**config.mk**
```make
export PLATFORM = sky130hd
export DESIGN_NAME = uart_tx_engine
export DESIGN_NICKNAME = d
export VERILOG_FILES = /design/src/rtl/uart_pkg.sv /design/src/rtl/uart_bit_timer.sv /design/src/rtl/uart_tx_engine.sv
export SDC_FILE = /design/constraint.sdc
export NUM_CORES = 1
export LEC_CHECK = 0
export CAP_MARGIN = 20
export CORE_UTILIZATION = 58
export CTS_CLUSTER_SIZE = 16
export DETAILED_ROUTE_END_ITERATION = 8
export GPL_TIMING_DRIVEN = 0
export PLACE_DENSITY = 0.84
export SETUP_SLACK_MARGIN = 0.1
export SKIP_LAST_GASP = 1
export SLEW_MARGIN = 15
export SYNTH_ARGS = -nofsm -noshare
export SYNTH_HDL_FRONTEND = slang
export SYNTH_SLANG_ARGS = --single-unit
export TNS_END_PERCENT = 20
```
**constraint.sdc**
```tcl
create_clock -name clk -period 5.05 [get_ports clk]
set_input_delay 0.7575 -clock clk [delete_from_list [all_inputs] [get_ports clk]]
set_output_delay 0.7575 -clock clk [all_outputs]
set_load 0.05 [all_outputs]
```
**src/rtl/uart_pkg.sv**
```systemverilog
// Shared types and helpers for the UART transmit/receive paths.
// Parity, stop-bit and FSM encodings plus config normalisation.
package uart_pkg;

    typedef enum logic [2:0] {
        NONE  = 3'd0,
        ODD   = 3'd1,
        EVEN  = 3'd2,
        MARK  = 3'd3,
        SPACE = 3'd4
    } parity_e;

    typedef enum logic [1:0] {
        STOP_1   = 2'd0,
        STOP_1P5 = 2'd1,
        STOP_2   = 2'd2
    } stop_e;

    typedef enum logic [2:0] {
        IDLE,
        START,
        DATA,
        PARITY,
        STOP,
        BREAK,
        BRK_MARK
    } tx_state_e;

    localparam int MIN_LEN = 5;

    function automatic logic [3:0] clamp_len(
        input logic [3:0] len,
        input logic [3:0] max_len
    );
        if (len < 4'(MIN_LEN)) return 4'(MIN_LEN);
        if (len > max_len) return max_len;
        return len;
    endfunction

    function automatic logic [15:0] len_mask(input logic [3:0] len);
        return (16'd1 << len) - 16'd1;
    endfunction

    function automatic parity_e norm_parity(input logic [2:0] code);
        case (code)
            3'd1:    return ODD;
            3'd2:    return EVEN;
            3'd3:    return MARK;
            3'd4:    return SPACE;
            default: return NONE;
        endcase
    endfunction

    function automatic stop_e to_stop(input logic [1:0] code);
        if (code[1]) return STOP_2;
        if (code[0]) return STOP_1P5;
        return STOP_1;
    endfunction

endpackage

```
**src/rtl/uart_bit_timer.sv**
```systemverilog
// Baud tick counter with programmable terminal count.
// bit_end pulses on the tick that completes the period.
module uart_bit_timer #(
    parameter int CW = 5
) (
    input  logic          clk,
    input  logic          aresetn,
    input  logic          clear,
    input  logic          tick,
    input  logic [CW-1:0] last,
    output logic          bit_end
);

    logic [CW-1:0] cnt;

    assign bit_end = tick & ~clear & (cnt == last);

    always_ff @(posedge clk or negedge aresetn) begin
        if (!aresetn) begin
            cnt <= '0;
        end else if (clear) begin
            cnt <= '0;
        end else if (tick) begin
            cnt <= bit_end ? '0 : cnt + 1'b1;
        end
    end

endmodule

```
**src/rtl/uart_tx_engine.sv**
```systemverilog
// UART transmit engine: stream in, LSB-first serial out,
// configurable length/parity/stop and line break generation.
module uart_tx_engine
    import uart_pkg::*;
#(
    parameter int MAX_BITS = 9,
    parameter int OSR      = 16
) (
    input  logic                clk,
    input  logic                aresetn,
    input  logic                baud_tick,
    input  logic [3:0]          cfg_len,
    input  logic [2:0]          cfg_parity,
    input  logic [1:0]          cfg_stop,
    input  logic                cfg_break,
    input  logic                s_valid,
    input  logic [MAX_BITS-1:0] s_data,
    output logic                s_ready,
    output logic                tx,
    output logic                busy,
    output logic                done
);

    localparam int CW = $clog2(2 * OSR);

    tx_state_e           state, state_n;
    logic [MAX_BITS-1:0] shift, shift_n;
    logic [3:0]          bcnt, bcnt_n;
    logic                par_en_q, par_q;
    stop_e               stop_q;
    logic                load, tx_n, par_bit;
    logic [CW-1:0]       last;
    logic                bit_end, clr;
    logic [3:0]          len_in;
    parity_e             par_in;
    logic [MAX_BITS-1:0] data_in;

    assign len_in  = clamp_len(cfg_len, 4'(MAX_BITS));
    assign par_in  = norm_parity(cfg_parity);
    assign data_in = s_data & MAX_BITS'(len_mask(len_in));
    assign s_ready = (state == IDLE) & ~cfg_break;
    assign busy    = (state != IDLE);
    // Counter is held at zero while waiting, so an accept tick is dropped.
    assign clr     = (state == IDLE) | (state == BREAK);

    always_comb begin
        last = CW'(OSR - 1);
        unique case (1'b1)
            (state == STOP) && (stop_q == STOP_1P5):
                last = CW'(OSR + OSR / 2 - 1);
            ((state == STOP) && (stop_q == STOP_2)) || (state == BRK_MARK):
                last = CW'(2 * OSR - 1);
            default: ;
        endcase
    end

    uart_bit_timer #(.CW(CW)) u_timer (
        .clk     (clk),
        .aresetn (aresetn),
        .clear   (clr),
        .tick    (baud_tick),
        .last    (last),
        .bit_end (bit_end)
    );

    always_comb begin
        par_bit = 1'b0;
        unique case (par_in)
            ODD:     par_bit = ~(^data_in);
            EVEN:    par_bit = ^data_in;
            MARK:    par_bit = 1'b1;
            default: par_bit = 1'b0;
        endcase
    end

    always_comb begin
        state_n = state;
        shift_n = shift;
        bcnt_n  = bcnt;
        load    = 1'b0;
        unique case (state)
            IDLE: begin
                if (cfg_break) begin
                    state_n = BREAK;
                end else if (s_valid) begin
                    load    = 1'b1;
                    state_n = START;
                    shift_n = data_in;
                    bcnt_n  = len_in;
                end
            end
            START: if (bit_end) state_n = DATA;
            DATA: begin
                if (bit_end) begin
                    shift_n = shift >> 1;
                    bcnt_n  = bcnt - 4'd1;
                    if (bcnt == 4'd1) state_n = par_en_q ? PARITY : STOP;
                end
            end
            PARITY:   if (bit_end) state_n = STOP;
            STOP:     if (bit_end) state_n = IDLE;
            BREAK:    if (!cfg_break) state_n = BRK_MARK;
            BRK_MARK: if (bit_end) state_n = IDLE;
            default:  state_n = IDLE;
        endcase
    end

    always_comb begin
        tx_n = 1'b1;
        unique case (state_n)
            START, BREAK: tx_n = 1'b0;
            DATA:         tx_n = shift_n[0];
            PARITY:       tx_n = par_q;
            default:      tx_n = 1'b1;
        endcase
    end

    always_ff @(posedge clk or negedge aresetn) begin
        if (!aresetn) begin
            state    <= IDLE;
            shift    <= '0;
            bcnt     <= '0;
            par_en_q <= 1'b0;
            par_q    <= 1'b0;
            stop_q   <= STOP_1;
            tx       <= 1'b1;
            done     <= 1'b0;
        end else begin
            state <= state_n;
            shift <= shift_n;
            bcnt  <= bcnt_n;
            tx    <= tx_n;
            done  <= (state == STOP) & bit_end;
            if (load) begin
                par_en_q <= (par_in != NONE);
                par_q    <= par_bit;
                stop_q   <= to_stop(cfg_stop);
            end
        end
    end

endmodule

```
==> out/qor.csv <==
metric;value;unit
synth_top_cell_by_area;dfrtp_1;
dp_cells;280;
mostFrequentLayoutCells;nor2_1, dfrtp_1, nand2_1, clkdlybuf4s50_1, o21ai_0;
finalCritPeriodShare;66.44;%
place_hpwl;2881;um
cts_sinks;27;
cts_buffer_depth;2;
p_per_area;407.9;nW/um^2
clock_latency;340;ps
num-fill-cells;259;
reg2regPathDepth;8;
rows;20;
end_kind;output port;
ys_seq_elements;27;
htreeDepth;1;
drc_errors;0;
fin_cells;284;
cts-root-buf;clkbuf_4;
arrival;2600;ps
drv_cap;0;
pre_cts_ws;2112;ps
gp_congestion;0.9200;
rsz0062_at_grt;no;
worstSetupPathType;flip-flop to output port;
clk_pin_slew;160;ps
antenna_found_initial;0;
cts_tree;yes;
ctsResizeCount;0;
layout_setup_ws;1695;ps
final.setup.tns;0;ps
ant_nets;0;
cts-hold-fix-buffers;0;
die_w;58.58;um
grt_pass1_vias;1520;
antenna-diode-count;0;
drt_wl_total;3807;um
via_per_inst;5.761;
period_minus_slack;3355;ps
whs;408.1;ps
setup_violations;0;
grt_usage;24.82;%
finClkSkew;6.741;ps
leakagePower;0.9310;nW
r2r-end;tx;
synth-edff-count;0;
critPathLaunchType;flip-flop;
grt_pass1_wl;6430;um
ys.flop_type;dfrtp_1;
io_pins;27;
nNetsFinal;268;
vdd_drop_max;0.0002270;V
grt_start_max_net_pins;28;
rrSetupSlack;2710;ps
crit_chain;buf_6, nor3_1, inv_1, nor2_1, clkdlybuf4s50_1;
yosys_warnings;0;
finalHoldViolations;0;
slowest_delay;810;ps
die-area;3432;sq um
cts_setup_buffers;0;
worst_path_max_delay_cell;clkdlybuf4s50_1;
portBuffers;24;
drv_slew;0;
floorplan.die.height;58.58;um
timing.fmax;298.1;MHz
syn_area;1857;sq um
slew_headroom;55.86;%
worst_pin_slew;657.0;ps
status;finished, final reports clean;
worst_ep_required_time;4290;ps
ys_seq_area_share;36.46;%
numCtsBuffers;3;
drive_above_1_share;13.75;%
synthCells;211;
drt-wirelength-per-cell;13.40;um
async_reset_ff_share;100.0;%
final_common_cell;nor2_1;
vias;1636;
ys_top_cells_by_area;dfrtp_1, nor2_1, nand2_1;
drt-initial-drc-count;112;
core;3053;sq um
area_growth;17.45;%
holdCritPathClass;input port to async pin;
grt.overflow.total;0;
first_pass_iters;4;
utilization;71.43;%
yosysUniqueCellTypes;55;
avgSynthCellArea;8.800;sq um
synth_top_area_share;35.04;%
reg2reg_from;state[2];
startpoint;state[2];
initial_core_util;60.82;%
crit_path_max_fanout;10;
[area by class of cell]
class | instances | area [sq um] | area share (%)
Multi-Input combinational cell | 168 | 1061 | 48.65
Sequential cell | 27 | 676.9 | 31.04
Clock buffer | 3 | 22.52 | 1.033
Clock inverter | 1 | 7.507 | 0.3442
Inverter | 8 | 30.03 | 1.377
Tap cell | 44 | 55.05 | 2.524
Buffer | 9 | 92.59 | 4.246
Timing Repair Buffer | 24 | 235.2 | 10.79
[per-layer routing]
metal / track usage (%) / routed length, um / share of wire (%)
met1: 32.11 / 1795 / 47
met2: 42.36 / 1878 / 49
met3: 2.637 / 87 / 2.3
met4: 10.54 / 46 / 1.2
met5: 0 / 0 / 0
[sequential cells by signal, indices dropped and copies added, names as in the netlist]
| signal | flops |
|---|---|
| bcnt | 4 |
| done | 1 |
| par_en_q | 1 |
| par_q | 1 |
| shift | 9 |
| state | 3 |
| stop_q | 2 |
| tx | 1 |
| u_timer.cnt | 5 |
[Yosys cell counts, types with 2 or more instances]
cell       count
a21o_1         2
a21oi_1       10
a221o_2        5
a22oi_1        2
a2bb2oi_1      2
a31oi_1        2
and3_1         2
buf_6          5
clkbuf_1       2
dfrtp_1       26
ha_1           4
inv_1          7
mux2i_1        3
nand2_1       23
nand2b_1       5
nand3_1       10
nand3b_1       2
nor2_1        27
nor2b_1        2
nor3_1         7
nor4_1         3
o211ai_1       2
o21ai_0       11
o2bb2ai_1      2
or2_2          2
or2b_2         2
or3_1          3
xnor2_1        7
xor2_1         5
[cell families after synthesis]
logic type / Yosys count / synth area share, %
flip-flops: 27 / 36.46
other: 1 / 0.2020
XOR/XNOR: 12 / 5.660
adder cells (fa/ha/maj): 4 / 2.696
AO/OA/AOI/OAI: 49 / 19.14
AND/OR/NAND/NOR: 98 / 27.63
multiplexers: 3 / 1.617
buffers and inverters: 17 / 6.603
[power by group]
part	total [mW]	internal (mW)	switching (mW)
logic	0.423	0.190	0.233
registers	0.367	0.295	0.0717
clock network	0.100	0.0304	0.0698
total	0.890	0.515	0.374
[through the flow]
step | cell area, sq um | power [mW]
5_1_grt | 2181 | 0.9580
4_1_cts | 2181 | 0.8853
3_3_place_gp | 2156 | 0.7780
2_1_floorplan | 1861 | 0.6818
6_report | 2181 | 0.8896
3_5_place_dp | 2151 | 0.7874
[worst max-delay path: cells and delay by family (launching register included)]
kind                   cells  cell delay (ps)
flip-flops                 1              420
buffers and inverters      3             1150
AND/OR/NAND/NOR            2              690
[worst max path at each step]
| stage | endpoint | slack (ps) | cells after the start |
|---|---|---|---|
| 3_5_place_dp | s_ready | 2110 | 3 |
| 5_1_grt | s_ready | 1620 | 5 |
| 2_1_floorplan | s_ready | 2350 | 4 |
| 6_report | s_ready | 1690 | 5 |
| 4_1_cts | s_ready | 1750 | 5 |
| 3_3_place_gp | s_ready | 2120 | 3 |
Power figures use the tool's default switching activity.
